<file path="src/rtl/mc_control_hs.sv">
// Multi-cycle MIPS control FSM with handshaked memory/mult-div waits, a bus timeout,
// precise exceptions and interrupts. Emits sequencing strobes only.
module mc_control_hs #(
  parameter int unsigned TMO_MAX = 15,
  parameter int unsigned TMO_W   = 4,
  parameter bit          INT_EN  = 1'b1
) (
  input  logic        clk,
  input  logic        rst,
  input  logic [31:0] instr,
  input  logic        imem_rdy,
  input  logic        dmem_rdy,
  input  logic        md_busy,
  input  logic        ovf,
  input  logic        intreq,
  output logic        imem_req,
  output logic        ir_wr,
  output logic        pc_wr,
  output logic [3:0]  npc_op,
  output logic        regwr,
  output logic        dm_req,
  output logic        dm_we,
  output logic        md_start,
  output logic        cp0_we,
  output logic        epc_we,
  output logic        exlset,
  output logic        exlclr,
  output logic [4:0]  exc_code,
  output logic [3:0]  state
);

  typedef enum logic [3:0] {
    S_FETCH = 4'd0, S_DECODE = 4'd1, S_MADDR = 4'd2, S_MRD = 4'd3, S_WBLD = 4'd4,
    S_MWR = 4'd5, S_EXE = 4'd6, S_WBALU = 4'd7, S_BR = 4'd8, S_JMP = 4'd9,
    S_MD = 4'd10, S_MF = 4'd11, S_INT = 4'd12, S_EXC = 4'd13
  } state_e;

  typedef enum logic [3:0] {
    C_RI, C_BR, C_JMP, C_ERET, C_LD, C_ST, C_MD, C_MTC0, C_MF, C_ALU
  } cls_e;

  state_e           state_q, state_d;
  logic [TMO_W-1:0] cnt_q, cnt_d;
  logic [4:0]       code_q, code_d;

  logic [5:0] op_s, funct_s;
  logic [4:0] rs_s, rt_s;
  cls_e       cls_s;
  logic       ovc_s, link_s, tmo_s;
  logic [3:0] br_npc_s, jmp_npc_s;

  assign op_s    = instr[31:26];
  assign rs_s    = instr[25:21];
  assign rt_s    = instr[20:16];
  assign funct_s = instr[5:0];
  assign tmo_s   = (cnt_q == TMO_W'(TMO_MAX - 1));

  // Instruction class and branch/jump target selects from the IR
  always_comb begin
    cls_s     = C_RI;
    ovc_s     = 1'b0;
    link_s    = 1'b0;
    br_npc_s  = 4'd0;
    jmp_npc_s = 4'd0;
    case (op_s)
      6'h00: begin
        case (funct_s)
          6'h00, 6'h02, 6'h03, 6'h04, 6'h06, 6'h07,
          6'h21, 6'h23, 6'h24, 6'h25, 6'h26, 6'h27, 6'h2A, 6'h2B: cls_s = C_ALU;
          6'h20, 6'h22: begin cls_s = C_ALU; ovc_s = 1'b1; end
          6'h08: begin cls_s = C_JMP; jmp_npc_s = 4'd9; end
          6'h09: begin cls_s = C_JMP; jmp_npc_s = 4'd10; link_s = 1'b1; end
          6'h10, 6'h12: cls_s = C_MF;
          6'h11, 6'h13, 6'h18, 6'h19, 6'h1A, 6'h1B: cls_s = C_MD;
          default: cls_s = C_RI;
        endcase
      end
      6'h01: begin
        if (rt_s == 5'd0) begin
          cls_s = C_BR; br_npc_s = 4'd6;
        end else if (rt_s == 5'd1) begin
          cls_s = C_BR; br_npc_s = 4'd5;
        end else begin
          cls_s = C_RI;
        end
      end
      6'h02: begin cls_s = C_JMP; jmp_npc_s = 4'd7; end
      6'h03: begin cls_s = C_JMP; jmp_npc_s = 4'd8; link_s = 1'b1; end
      6'h04: begin cls_s = C_BR; br_npc_s = 4'd1; end
      6'h05: begin cls_s = C_BR; br_npc_s = 4'd2; end
      6'h06: begin cls_s = C_BR; br_npc_s = 4'd3; end
      6'h07: begin cls_s = C_BR; br_npc_s = 4'd4; end
      6'h08: begin cls_s = C_ALU; ovc_s = 1'b1; end
      6'h09, 6'h0A, 6'h0B, 6'h0C, 6'h0D, 6'h0E, 6'h0F: cls_s = C_ALU;
      6'h10: begin
        if (rs_s == 5'h00) begin
          cls_s = C_MF;
        end else if (rs_s == 5'h04) begin
          cls_s = C_MTC0;
        end else if (instr[25:0] == 26'h2000018) begin
          cls_s = C_ERET; jmp_npc_s = 4'd11;
        end else begin
          cls_s = C_RI;
        end
      end
      6'h20, 6'h21, 6'h23, 6'h24, 6'h25: cls_s = C_LD;
      6'h28, 6'h29, 6'h2B: cls_s = C_ST;
      default: cls_s = C_RI;
    endcase
  end

  // Next state, cause code and wait-state counter
  always_comb begin
    state_d = state_q;
    code_d  = code_q;
    cnt_d   = cnt_q;
    case (state_q)
      S_FETCH: begin
        if (imem_rdy) state_d = S_DECODE;
        else if (tmo_s) begin state_d = S_EXC; code_d = 5'd6; end
        else state_d = S_FETCH;
      end
      S_DECODE: begin
        case (cls_s)
          C_BR:          state_d = S_BR;
          C_JMP, C_ERET: state_d = S_JMP;
          C_LD, C_ST:    state_d = S_MADDR;
          C_MD, C_MTC0:  state_d = S_MD;
          C_MF:          state_d = S_MF;
          C_ALU:         state_d = S_EXE;
          default: begin state_d = S_EXC; code_d = 5'd10; end
        endcase
      end
      S_MADDR: begin
        if (cls_s == C_ST) state_d = S_MWR;
        else state_d = S_MRD;
      end
      S_MRD: begin
        if (dmem_rdy) state_d = S_WBLD;
        else if (tmo_s) begin state_d = S_EXC; code_d = 5'd7; end
        else state_d = S_MRD;
      end
      S_MWR: begin
        if (dmem_rdy) state_d = (INT_EN && intreq) ? S_INT : S_FETCH;
        else if (tmo_s) begin state_d = S_EXC; code_d = 5'd7; end
        else state_d = S_MWR;
      end
      S_MD: begin
        if (!md_busy) state_d = (INT_EN && intreq) ? S_INT : S_FETCH;
        else if (tmo_s) begin state_d = S_EXC; code_d = 5'd7; end
        else state_d = S_MD;
      end
      S_EXE: begin
        if (ovc_s && ovf) begin state_d = S_EXC; code_d = 5'd12; end
        else state_d = S_WBALU;
      end
      S_WBLD, S_WBALU, S_BR, S_JMP, S_MF:
        state_d = (INT_EN && intreq) ? S_INT : S_FETCH;
      default: state_d = S_FETCH;
    endcase
    if (state_d == S_INT) code_d = 5'd0;
    else code_d = code_d;
    // Leaving a state restarts the count; staying in a wait state means still not ready
    if (state_d != state_q) cnt_d = '0;
    else if (state_q == S_FETCH || state_q == S_MRD || state_q == S_MWR || state_q == S_MD)
      cnt_d = cnt_q + TMO_W'(1);
    else cnt_d = cnt_q;
  end

  // State, counter and cause register
  always_ff @(posedge clk or negedge rst) begin
    if (!rst) begin
      state_q <= S_FETCH;
      cnt_q   <= '0;
      code_q  <= 5'd0;
    end else begin
      state_q <= state_d;
      cnt_q   <= cnt_d;
      code_q  <= code_d;
    end
  end

  // Sequencing strobes decoded from the current state
  always_comb begin
    imem_req = 1'b0;
    ir_wr    = 1'b0;
    pc_wr    = 1'b0;
    npc_op   = 4'd0;
    regwr    = 1'b0;
    dm_req   = 1'b0;
    dm_we    = 1'b0;
    md_start = 1'b0;
    cp0_we   = 1'b0;
    epc_we   = 1'b0;
    exlset   = 1'b0;
    exlclr   = 1'b0;
    case (state_q)
      S_FETCH:  begin imem_req = 1'b1; ir_wr = imem_rdy; end
      S_DECODE: pc_wr = 1'b1;
      S_MRD:    dm_req = 1'b1;
      S_MWR:    begin dm_req = 1'b1; dm_we = 1'b1; end
      S_WBLD, S_WBALU, S_MF: regwr = 1'b1;
      S_BR:     begin pc_wr = 1'b1; npc_op = br_npc_s; end
      S_JMP: begin
        pc_wr  = 1'b1;
        npc_op = jmp_npc_s;
        regwr  = (cls_s == C_JMP) && link_s;
        exlclr = (cls_s == C_ERET);
      end
      S_MD: begin
        // The counter is zero only on the first MD cycle: staying implies md_busy was seen
        md_start = (cls_s == C_MD) && (cnt_q == '0);
        cp0_we   = (cls_s == C_MTC0) && !md_busy;
      end
      S_INT, S_EXC: begin
        pc_wr  = 1'b1;
        npc_op = 4'd12;
        epc_we = 1'b1;
        exlset = 1'b1;
      end
      default: imem_req = 1'b0;
    endcase
  end

  assign exc_code = code_q;
  assign state    = state_q;

endmodule

</file>
<file path="config.mk">
export PLATFORM = sky130hd
export DESIGN_NAME = mc_control_hs
export DESIGN_NICKNAME = d
export VERILOG_FILES = /design/src/rtl/mc_control_hs.sv
export SDC_FILE = /design/constraint.sdc
export NUM_CORES = 1
export LEC_CHECK = 0
export BUFFER_PORTS_ARGS = -buffer_cell sky130_fd_sc_hd__buf_2
export CAP_MARGIN = 20
export CORE_UTILIZATION = 32
export CTS_BUF_LIST = sky130_fd_sc_hd__clkbuf_8
export DETAILED_ROUTE_END_ITERATION = 8
export GPL_TIMING_DRIVEN = 0
export PLACE_DENSITY = 0.54
export SLEW_MARGIN = 20
export SYNTH_ARGS = -nofsm -noshare
export SYNTH_HDL_FRONTEND = slang
export SYNTH_SLANG_ARGS = --single-unit
</file>
<file path="constraint.sdc">
create_clock -name clk -period 3.1 [get_ports clk]
set_clock_uncertainty 0.2 [all_clocks]
set_input_delay 0.31 -clock clk [delete_from_list [all_inputs] [get_ports clk]]
set_output_delay 0.31 -clock clk [all_outputs]
set_load 0.005 [all_outputs]
</file>
==> results by group <==
Status
  • Status: completed

Setup path
  • Worst Setup Path Type: flip-flop to flip-flop
  • R2R cell count: 9
  • Critical path arrival: 2.82 ns
  • CP Data Required Time: 3.06 ns
  • Critical path launch point type: flip-flop
  • FF-to-FF setup slack: 0.24 ns
  • CP endpoint kind: flip-flop
  • Reg2reg start: cnt_q[0]$_DFFE_PN0P_
  • CP max FO: 5
  • RR Endpoint: cnt_q[1]$_DFFE_PN0P_

Timing
  • Final Cycle Share: 92.2%
  • Tightest Pin Transition: 1.04 ns
  • Fin. Hold Viols: 0
  • Minimum clock period: 2.86 ns
  • Final TNS setup: 0 ns
  • Final setup fails: 0
  • RSZ-0062 raised after global routing: no
  • Slew HR: 28.9%
  • Hold slack: 0.269 ns
  • Fmax: 0.350 GHz
  • Pins Over Slew Limit: 0

Placement
  • RD Place Congestion: 0.865
  • PortBufs: 59
  • HPWL after DPL: 4.40 mm
  • Dpl cell area: 0.00209 mm²

Global routing
  • Via count of the first global-routing pass: 1,806
  • Pin count of the biggest net entering global routing: 13
  • First-pass GRT wire length: 8.83 mm
  • Initial antenna violation count: 0
  • GRT overflow: 0
  • Tot GR Track Use: 20.5%

Final layout
  • Most frequent cells in the layout: buf_2, nor2_1, nor3_1, nand2_1, o21ai_0
  • Commonest non-fill, non-tap cell in the layout: buf_2
  • Fill cells: 585
  • Share of cells above drive strength 1: 26.6%
  • FF+latch area: 300 µm²
  • Diodes inserted: 0
  • Design Area, Final: 0.00215 mm²
  • Area grow syn2layout: 26.3%
  • Final layout net count: 344
  • Multi-input gate area: 0.00129 mm²
  • Layout Utilization: 42.2%

Clock tree
  • H-tree depth: 1
  • Clock sinks: 12
  • Clock slew at reported path FFs: 0.05 ns
  • Clk root buf: clkbuf_8
  • Worst skew pair latency: 0.24 ns
  • TritonCTS Buffers: 3
  • CTS tree: built
  • CTS max path bufs: 2
  • Postcts setup bufs: 0

Floorplanning
  • Die width: 75 µm
  • Site Rows: 26
  • Initial Utilization: 33.4%
  • Io pins: 63
  • CORE AREA: 0.00511 mm²
  • Die Y: 75 µm
  • Die Area: 0.00563 mm²

Power
  • VDD IR max: 0.000296 V
  • Leak Pwr: 0.922 nW
  • Power Dens Cells: 616 mW/mm²
  • Total chip power: 1.33 mW

Route
  • DRT antenna net count: 0
  • # DRC: 0
  • Routed vias: 2,062
  • Vias per std cell: 5.56
  • Wirelength per Cell: 14.6 µm
  • Final WL: 5.42 mm
  • Initial DRT Pass Iterations: 4
  • DR iter-0 viols: 220

Logic synthesis
  • Synth area leader: dfrtp_1
  • Post-Syn Nets: 279
  • Post-Syn Area per Cell: 7.20 µm²
  • Prevailing post-synth register cell: dfrtp_1
  • Yosys top cell area share: 17.6%
  • Mapped cell area: 0.00171 mm²
  • Ys async rst share: 100%
  • Netlist cell types: 65
  • Cells taking the most area after synthesis: dfrtp_1, nor2_1, nor3_1
  • Register area share after synthesis: 17.6%
  • YS warnings: 0
  • #FFs+latches synth: 12
  • Synth Instances: 237
  • Number of synthesized flops with an enable pin: 0

Hold path
  • Min-delay worst type: input pin to asynchronous set/reset pin

Flow run
  • Max cap viols: 0
worst max path at each step:
stage / startpoint / endpoint / cells after the start
2_1_floorplan: instr[29] / cnt_q[0]$_DFFE_PN0P_ / 9
3_3_place_gp: instr[26] / cnt_q[0]$_DFFE_PN0P_ / 8
3_5_place_dp: instr[26] / cnt_q[2]$_DFFE_PN0P_ / 8
4_1_cts: state[2]$_DFF_PN0_ / cnt_q[0]$_DFFE_PN0P_ / 8
5_1_grt: state[3]$_DFF_PN0_ / cnt_q[1]$_DFFE_PN0P_ / 8
6_report: cnt_q[0]$_DFFE_PN0P_ / cnt_q[1]$_DFFE_PN0P_ / 9
cells by family (layout without fill, tap and decap cells):
kind of cell | after synthesis | after routing | share of synthesized area, %
compound gates | 65 | 65 | 27.7
xor+xnor | 4 | 4 | 2.05
fa+ha+maj | 4 | 4 | 2.79
buf+inv | 23 | 87 | 6.46
flops | 12 | 12 | 17.6
mux | 2 | 2 | 1.17
other cells | 1 | 1 | 0.220
simple gates | 126 | 126 | 42.0
state kept, by name, summed over array words and instances, names as in the netlist:
register,count
state,4
exc_code,4
cnt_q,4
per-layer routing:
metal	vias to the layer above	GRT usage (%)	wire length, µm
met2	64	32.9	2500
met1	963	29.6	2590
met4	0	5.45	48
met3	5	1.47	282
li1	1030	-	-
met5	-	0	0
critical path, cell delays in order, from the launching register on:
cell and delay (ns):
dfrtp_1 0.40, inv_1 0.08, ha_1 0.21, and3_1 0.27
mux2i_1 0.16, nor2_1 0.05, or4_1 0.57, a21o_1 0.22
o32a_1 0.40, nor3_1 0.21
where the power goes:
| group | switching, mW | internal (mW) |
|---|---|---|
| combinational | 0.540 | 0.365 |
| sequential | 0.0433 | 0.211 |
| clock | 0.0568 | 0.112 |
area by class of cell:
class,instances,share of cell area [%]
repair buffers,60,14.2
multi-input cells,202,60.1
clock buffers,4,2.56
flip-flops and latches,12,13.9
plain buffers,11,3.08
inverters,12,2.09
well taps,70,4.07
stage by stage:
step                      std cells  setup WS [ns]
after floorplan                 237          0.296
after global placement          366        -0.0289
after detailed placement        366         0.0338
after CTS                       371          0.172
after global routing            371         0.0615
final                           371          0.242
synth_stat cells, types with 5 or more instances:
master,count
o21ai_0,13
a21oi_1,11
nand2b_1,9
nand2_1,17
nor2_1,28
nor4_1,8
inv_1,12
nor3_1,17
nor2b_1,7
nor4b_1,5
dfrtp_1,12
what timing repair did:
item	in CTS	in global routing
endpoints found under the hold margin	12	0
hold buffers	1	0
endpoints found under the setup margin	0	1
resized for setup	0	1
(Power assumes the default switching activity.)
